File: src/rtl/exibe_diferenca.sv
// Four-digit multiplexed 7-segment display of a signed 0..15 difference.
// Captures magnitude/sign on valido and scans the digits (units, tens, sign,
// blank) with one digit lit every DIV clock cycles.
module exibe_diferenca #(
  parameter int unsigned DIV = 50000
) (
  input  logic       clk,
  input  logic       rst,
  input  logic       valido,
  input  logic [3:0] magnitude,
  input  logic       sinal,
  output logic [6:0] seg,
  output logic [3:0] an,
  output logic       atualizado
);

  localparam int unsigned    CntW     = (DIV > 1) ? $clog2(DIV) : 1;
  localparam logic [CntW-1:0] CntMax  = CntW'(DIV - 1);
  localparam logic [6:0]     SegBlank = 7'b1111111;
  localparam logic [6:0]     SegMinus = 7'b0111111;

  typedef enum logic [1:0] {StEsc0, StEsc1, StEsc2, StEsc3} state_e;

  state_e          state_q, state_d;
  logic [CntW-1:0] cnt_q, cnt_d;
  logic [3:0]      mag_q, mag_d;
  logic            sin_q, sin_d;
  logic            atual_q, atual_d;
  logic [6:0]      seg_q, seg_d;
  logic [3:0]      an_q, an_d;
  logic            tick;
  logic            dezena;
  logic [3:0]      unidade;

  // Active-low {g,f,e,d,c,b,a} pattern for a decimal digit.
  function automatic logic [6:0] font(input logic [3:0] d);
    logic [6:0] p;
    unique case (d)
      4'd0:    p = 7'b1000000;
      4'd1:    p = 7'b1111001;
      4'd2:    p = 7'b0100100;
      4'd3:    p = 7'b0110000;
      4'd4:    p = 7'b0011001;
      4'd5:    p = 7'b0010010;
      4'd6:    p = 7'b0000010;
      4'd7:    p = 7'b1111000;
      4'd8:    p = 7'b0000000;
      4'd9:    p = 7'b0010000;
      default: p = SegBlank;
    endcase
    return p;
  endfunction

  // Scan-rate divider and operand capture.
  always_comb begin
    tick    = (cnt_q == CntMax);
    cnt_d   = tick ? '0 : cnt_q + CntW'(1);
    mag_d   = valido ? magnitude : mag_q;
    sin_d   = valido ? sinal : sin_q;
    atual_d = valido;
  end

  // Scan FSM next state: one digit step per tick.
  always_comb begin
    state_d = state_q;
    if (tick) begin
      unique case (state_q)
        StEsc0:  state_d = StEsc1;
        StEsc1:  state_d = StEsc2;
        StEsc2:  state_d = StEsc3;
        default: state_d = StEsc0;
      endcase
    end
  end

  // Digit select and segment pattern for the current scan position.
  always_comb begin
    dezena  = (mag_q >= 4'd10);
    unidade = dezena ? mag_q - 4'd10 : mag_q;
    an_d    = 4'b0111;
    seg_d   = SegBlank;
    unique case (state_q)
      StEsc0: begin
        an_d  = 4'b1110;
        seg_d = font(unidade);
      end
      StEsc1: begin
        an_d  = 4'b1101;
        seg_d = dezena ? font(4'd1) : SegBlank;
      end
      StEsc2: begin
        an_d  = 4'b1011;
        seg_d = sin_q ? SegMinus : SegBlank;
      end
      default: begin
        an_d  = 4'b0111;
        seg_d = SegBlank;
      end
    endcase
  end

  // All state; reset wins over a coincident capture.
  always_ff @(posedge clk) begin
    if (rst) begin
      state_q <= StEsc0;
      cnt_q   <= '0;
      mag_q   <= '0;
      sin_q   <= 1'b0;
      atual_q <= 1'b0;
      an_q    <= 4'b1111;
      seg_q   <= SegBlank;
    end else begin
      state_q <= state_d;
      cnt_q   <= cnt_d;
      mag_q   <= mag_d;
      sin_q   <= sin_d;
      atual_q <= atual_d;
      an_q    <= an_d;
      seg_q   <= seg_d;
    end
  end

  assign seg        = seg_q;
  assign an         = an_q;
  assign atualizado = atual_q;

endmodule
File: config.mk
export PLATFORM = sky130hd
export DESIGN_NAME = exibe_diferenca
export DESIGN_NICKNAME = d
export VERILOG_FILES = /design/src/rtl/exibe_diferenca.sv
export SDC_FILE = /design/constraint.sdc
export NUM_CORES = 1
export LEC_CHECK = 0
export ABC_AREA = 1
export CAP_MARGIN = 20
export CORE_MARGIN = 5
export CORE_UTILIZATION = 40
export CTS_CLUSTER_SIZE = 28
export DETAILED_ROUTE_END_ITERATION = 6
export GPL_TIMING_DRIVEN = 0
export PLACE_DENSITY = 0.61
export SLEW_MARGIN = 15
export SYNTH_ARGS = -nofsm -noshare
export SYNTH_HDL_FRONTEND = slang
export SYNTH_SLANG_ARGS = --single-unit
File: constraint.sdc
create_clock -name clk -period 2.9 [get_ports clk]
set_input_delay 0.58 -clock clk [delete_from_list [all_inputs] [get_ports clk]]
set_output_delay 0.58 -clock clk [all_outputs]
set_load 0.05 [all_outputs]
==> metrics.csv, run 1 <==
stage,metric,value,unit
outcome,status,"complete, no violations",
synth,number of synthesized flops with an enable pin,0,
synth,post-synthesis register bit count,35,
cells_and_area,Final nets,287,
synth,Synth area leader,dfxtp_1,
clock_network,post-CTS resize count,0,
synth,syn nets,261,
timing,fin crit share,0.687,
flow_run,max-cap viol count,0,
synth,Post-synth top cells,"nand2_1 (70), dfxtp_1 (35), inv_1 (28), nor2_1 (20), nand3_1 (17)",
setup_path,critical-path cell list,clkdlybuf4s50_1,
timing,Final Slew Violations,0,
clock_network,post-CTS setup buffer count,0,
synth,"Top FF cell, synth",dfxtp_1,
synth,asr flop ratio synth,0,
cells_and_area,number of antenna repair diodes,0,
clock_network,hold-fix buffers at CTS,0,
clock_network,Clock Sinks,35,
global_route,gr usage total,0.120,
worst_hold_path,Hold Path Class,flip-flop to flip-flop,
detailed_routing,Post-Route WL,3.30,mm
detailed_routing,vias per cell,4.57,
setup_path,WP data required,2.32,ns
timing,smallest hold slack,0.462,ns
setup_path,critical path capture point type,output pin,
synth,syn avg cell area,7.28,sq um
worst_hold_path,HP Start,sin_q,
timing,setup TNS,0,ns
synth,cell area after synthesis,1750,sq um
timing,Max Clk Rate,0.502,GHz
setup_path,launch point of the worst path,seg[6],
cells_and_area,area delta synth->final,22.3,%
place,IO Port Bufs,19,
timing,max_slew headroom,0.660,
die,row cnt,24,
detailed_routing,Post-DRT Antenna Nets,0,
setup_path,FF-to-FF Start,mag_q[1],
global_route,pin count of the biggest net entering global routing,13,
timing,worst-margin pin slew,0.509,ns
synth,Synth Instances,241,
die,die footprint,5810,sq um
timing,Final setup viols,0,
pwr,PwrDens,566,nW/um^2
clock_network,root buffer selected by CTS,clkbuf_8,
synth,"count leader, synth",nand2_1,
synth,synth warn,0,
global_route,initial antenna violation count,0,
die,Die X,76.2,um
die,IO Pins,20,
detailed_routing,Detailed Routing Iterations Pass 1,4,
die,Core ar.,4290,sq um
detailed_routing,final routed DRC violation total,0,
place,DPL Wire Length,2.51,mm
global_route,GRT overflow,0,
die,initial core utilization,0.409,
setup_path,CP max FO,1,
setup_path,CP max stage cell,clkdlybuf4s50_1,
setup_path,CP startpoint kind,flip-flop,
clock_network,Max Root-Sink Buffers,2,
clock_network,clock latency on the worst-skew pair,0.29,ns
clock_network,TritonCTS buffer count,5,
timing,Final Hold Viols,0,
die,Die Ht,76.2,um
timing,Clock Skews,0.00761,ns
place,final RePlAce weighted congestion,0.791,
synth,Cell variety after synth,22,
clock_network,H-tree depth,2,
detailed_routing,iteration-0 DRC count of the detailed router,60,
setup_path,critical path arrival,1.41,ns
pwr,static leakage,0.874,nW
timing,Final Critical Period,1.99,ns
detailed_routing,Vias,1463,
global_route,first-pass GRT wire length,5.80,mm
setup_path,Worst Path Buf+Inv,1,
cells_and_area,share of layout cells above drive strength 1,0.116,
setup_path,critical path type,flip-flop to output pin,
synth,Yosys top cell area share,0.399,
global_route,vias in the first global route,1348,
detailed_routing,DR WL/cell,10.3,um
pwr,Peak VDD IR,0.249,mV
timing,RSZ-0062 raised after global routing,no,
clock_network,clock slew at reported path FFs,0.08,ns
synth,register area share after synthesis,0.399,
setup_path,CP top delay family,buffers and inverters,
setup_path,Max stage delay on crit path,0.80,ns
synth,Synth area leaders,"dfxtp_1 (40%), nand2_1 (15%), ha_1 (8.6%)",
cells_and_area,fill count,419,
clock_network,CTS tree,done,
==> layer usage <==
| metal | up-vias | global-route usage | routed length (um) |
|---|---|---|---|
| met5 | - | 0 | 0 |
| li1 | 802 | - | - |
| met4 | 0 | 0.0420 | 38 |
| met1 | 635 | 0.139 | 1520 |
| met3 | 6 | 0.0355 | 106 |
| met2 | 20 | 0.207 | 1630 |
==> path summary, 6_finish.rpt <==
check | endpoint | slack, ns | cells after the start
min | sin_q | 0.46 | 2
min reg2reg | sin_q | 0.46 | 2
max reg2reg | seg[5] | 1.30 | 10
max | seg[6] | 0.91 | 1
==> report_power, final <==
group / leakage [nW] / total, mW / internal (mW) / switching, mW
logic: 0.523 / 0.173 / 0.0611 / 0.112
registers: 0.287 / 0.513 / 0.502 / 0.0101
clock network: 0.0644 / 0.528 / 0.343 / 0.185
total: 0.874 / 1.21 / 0.907 / 0.307
==> placed cells by master, fill, tap and decap left out, drive strengths merged <==
cell type	instances
clkinvlp	1
clkinv	1
ha	12
dfxtp	35
a21oi	17
nand2	73
inv	30
nor3	5
clkbuf	6
bufinv	2
clkdlybuf4s50	19
nand4	2
buf	1
nand3	17
nor2	30
o21ai	11
xor2	4
or2	2
==> metrics by stage <==
stage / worst slack (ns) / instance area, sq um / power, mW / instances / util
6_report: 0.909 / 2150 / 1.21 / 320 / 0.500
5_1_grt: 0.873 / 2150 / 1.27 / 320 / 0.500
3_3_place_gp: 0.855 / 2010 / 0.697 / 312 / 0.468
3_5_place_dp: 0.844 / 2010 / 0.698 / 312 / 0.468
4_1_cts: 0.898 / 2150 / 1.23 / 320 / 0.500
2_1_floorplan: 1.51 / 1750 / 0.645 / 241 / -
==> kinds of logic (layout without fill, tap and decap cells) <==
family	count (synthesis)	after routing	share of synthesized area
compound gates	28	28	0.0906
xor+xnor	4	4	0.0200
fa+ha+maj	12	12	0.0856
buf+inv	33	60	0.0799
flops	35	35	0.399
simple gates	129	129	0.325
==> registers in the layout, indices dropped and copies added, names as in the netlist <==
signal      flops
an              4
atualizado      1
cnt_q          16
mag_q           4
seg             7
sin_q           1
state_q         2
==> area by class of cell <==
class	count	area (sq um)	area share
clock buffer	5	68.8	0.0321
multi-input combinational	173	913	0.426
buffer	2	23.8	0.0111
timing repair buffer	19	190	0.0886
sequential	35	701	0.327
clock inverter	3	67.6	0.0315
tap	52	65.1	0.0303
inverter	31	116	0.0542
==> worst min-delay path, delay by kind of cell (launching register included) <==
kind	cells	cell delay, ns
compound gates	1	0.06
buf+inv	1	0.06
flops	1	0.30
Note: power is estimated with default switching activity, not from simulation.
==> run 2, diff against run 1 <==
Settings changed: PLACE_DENSITY 0.61 to 0.63.
Clock period 2.9 ns to 1.7 ns, I/O delays scaled along.
==> run 2 against run 1 <==
  * Critical path type is now input port to flip-flop
  * Core utilization decreased by 1.6 points
  * Largest power group is now registers
  * Setup slack got worse by 0.78 ns
  * Combinational power increased by 62%
  * Die area unchanged
  * Clock skew decreased by 0.0018 ns
  * Sequential power increased by 71%
  * Global-route usage decreased by 0.52 points
  * Register-to-register slack got worse by 1.1 ns
==> metrics.csv, run 2 (same netlist as run 1, synthesis figures left out) <==
stage,metric,value,unit
outcome,status,"complete, no violations",
pwr,sequential share of power,0.518,
clock_network,root buffer selected by CTS,clkbuf_8,
setup_path,critical-path cell list,clkdlybuf4s50_1 > clkinv_1 > nand2_4 > buf_12 > a21oi_2,
global_route,first-pass GRT wire length,5.58,mm
timing,Max Clk Rate,0.635,GHz
setup_path,critical path arrival,1.74,ns
global_route,gr usage total,0.115,
detailed_routing,Post-Route WL,3.15,mm
clock_network,Max Root-Sink Buffers,2,
global_route,initial antenna violation count,0,
cells_and_area,area of the multi-input gates,921,sq um
cells_and_area,share of layout cells above drive strength 1,0.120,
clock_network,TritonCTS buffer count,5,
setup_path,CP startpoint kind,input port,
timing,RSZ-0062 raised after global routing,no,
flow_run,max-cap viol count,0,
place,IO Port Bufs,19,
place,DP Area,2010,sq um
pwr,Clock Power Share,0.316,
cells_and_area,number of antenna repair diodes,0,
cells_and_area,"commonest non-fill, non-tap cells in the layout","nand2_1 (69), dfxtp_1 (34), inv_1 (27), nor2_1 (20), nand3_1 (17)",
die,Die X,76.2,um
timing,Final Slew Violations,0,
setup_path,WP data required,1.87,ns
timing,Clock Skews,0.00579,ns
die,row cnt,24,
setup_path,critical path capture point type,flip-flop,
die,die footprint,5810,sq um
setup_path,CP max stage cell,clkdlybuf4s50_1,
place,DPL Wire Length,2.44,mm
cells_and_area,register bank with the most flops,cnt_q,
cells_and_area,fill count,435,
pwr,static leakage,0.845,nW
timing,Final Hold Viols,0,
pwr,Peak VDD IR,0.320,mV
timing,worst-margin pin slew,0.495,ns
detailed_routing,final routed DRC violation total,0,
cells_and_area,area delta synth->final,18.3,%
setup_path,Max stage delay on crit path,0.61,ns
global_route,GRT overflow,0,
pwr,switching share of power,0.278,
timing,max_slew headroom,0.671,
setup_path,critical path type,input port to flip-flop,
clock_network,clock slew at reported path FFs,0.06,ns
cells_and_area,design area,2080,sq um
timing,Final Critical Period,1.58,ns
timing,Final setup viols,0,
cells_and_area,max reg flops,16,
detailed_routing,vias per cell,4.63,
detailed_routing,Vias,1473,
setup_path,CP max FO,10,
clock_network,CTS tree,done,
die,initial core utilization,0.409,
timing,fin crit share,0.927,
die,IO Pins,20,
worst_hold_path,Hold Path Class,flip-flop to flip-flop,
clock_network,clock latency on the worst-skew pair,0.28,ns
pwr,PwrDens,814,nW/um^2
die,Core ar.,4290,sq um
global_route,pin count of the biggest net entering global routing,11,
pwr,Psw,469,uW
pwr,Comb power frac,0.166,
die,Die Ht,76.2,um
cells_and_area,Storage cell area,702,sq um
detailed_routing,Post-DRT Antenna Nets,0,
detailed_routing,iteration-0 DRC count of the detailed router,76,
clock_network,hold-fix buffers at CTS,0,
cells_and_area,"most common cell after layout, fill and taps aside",nand2_1,
timing,setup TNS,0,ns
clock_network,H-tree depth,2,
global_route,vias in the first global route,1320,
place,final RePlAce weighted congestion,0.822,
pwr,total internal power,1.22,mW
detailed_routing,DR WL/cell,9.89,um
cells_and_area,Final nets,287,
clock_network,Clock Sinks,35,
detailed_routing,Detailed Routing Iterations Pass 1,4,
-- run 2: cell types whose count changed in the layout (fill, tap and decap cells not counted), sizes merged --
cell           delta
clkbuf            +1
clkinvlp          -1
clkdlybuf4s50    -12
dlygate4sd2      +12
bufinv            -2
-- run 2: metrics by stage --
step	util	hold slack (ns)	total power [mW]	std cells	setup WS [ns]
after detailed placement	0.468	0.456	1.19	312	-0.173
after global placement	0.468	0.450	1.19	312	-0.159
after CTS	0.481	0.467	1.72	318	0.0889
after floorplan	-	0.409	1.10	241	0.310
after global routing	0.483	0.460	1.79	318	0.0160
final	0.483	0.441	1.69	318	0.125
-- run 2: final timing paths --
| path | depth (start not counted) | to | startpoint | slack, ns |
|---|---|---|---|---|
| min reg2reg | 1 | cnt_q[0] | cnt_q[0] | 0.44 |
| min | 1 | cnt_q[0] | cnt_q[0] | 0.44 |
| max reg2reg | 9 | cnt_q[14] | cnt_q[0] | 0.19 |
| max | 5 | cnt_q[14] | rst | 0.12 |
-- run 2: what timing repair did --
item,4_1_cts,5_1_grt
buffers inserted,0,0
gates resized for setup,12,4
pin swaps,0,0
setup endpoints to repair,12,14
-- run 2: power by group through the flow --
stage | Combinational (mW) | Clock, mW | Sequential, mW
2_1_floorplan | 0.124 | 0 | 0.976
3_3_place_gp | 0.294 | 0 | 0.893
3_5_place_dp | 0.297 | 0 | 0.894
4_1_cts | 0.282 | 0.562 | 0.875
5_1_grt | 0.312 | 0.598 | 0.877
6_report | 0.280 | 0.535 | 0.875
-- run 2: cell type report --
type,instances,area share
inverters,31,0.0561
multi-input cells,173,0.444
repair buffers,19,0.0844
well taps,52,0.0313
flip-flops and latches,35,0.338
clock buffers,6,0.0350
plain buffers,2,0.0115
-- run 2: worst max-delay path: cells and delay by family --
family          cells  cell delay (ns)
buf+inv             3             1.12
simple gates        1             0.24
compound gates      1             0.04
-- run 2: routing by layer --
| layer | wire length [um] | GRT usage | part of all wire |
|---|---|---|---|
| met5 | 0 | 0 | 0 |
| met4 | 65 | 0.0472 | 0.021 |
| met3 | 182 | 0.0378 | 0.058 |
| met2 | 1290 | 0.166 | 0.41 |
| met1 | 1610 | 0.155 | 0.51 |
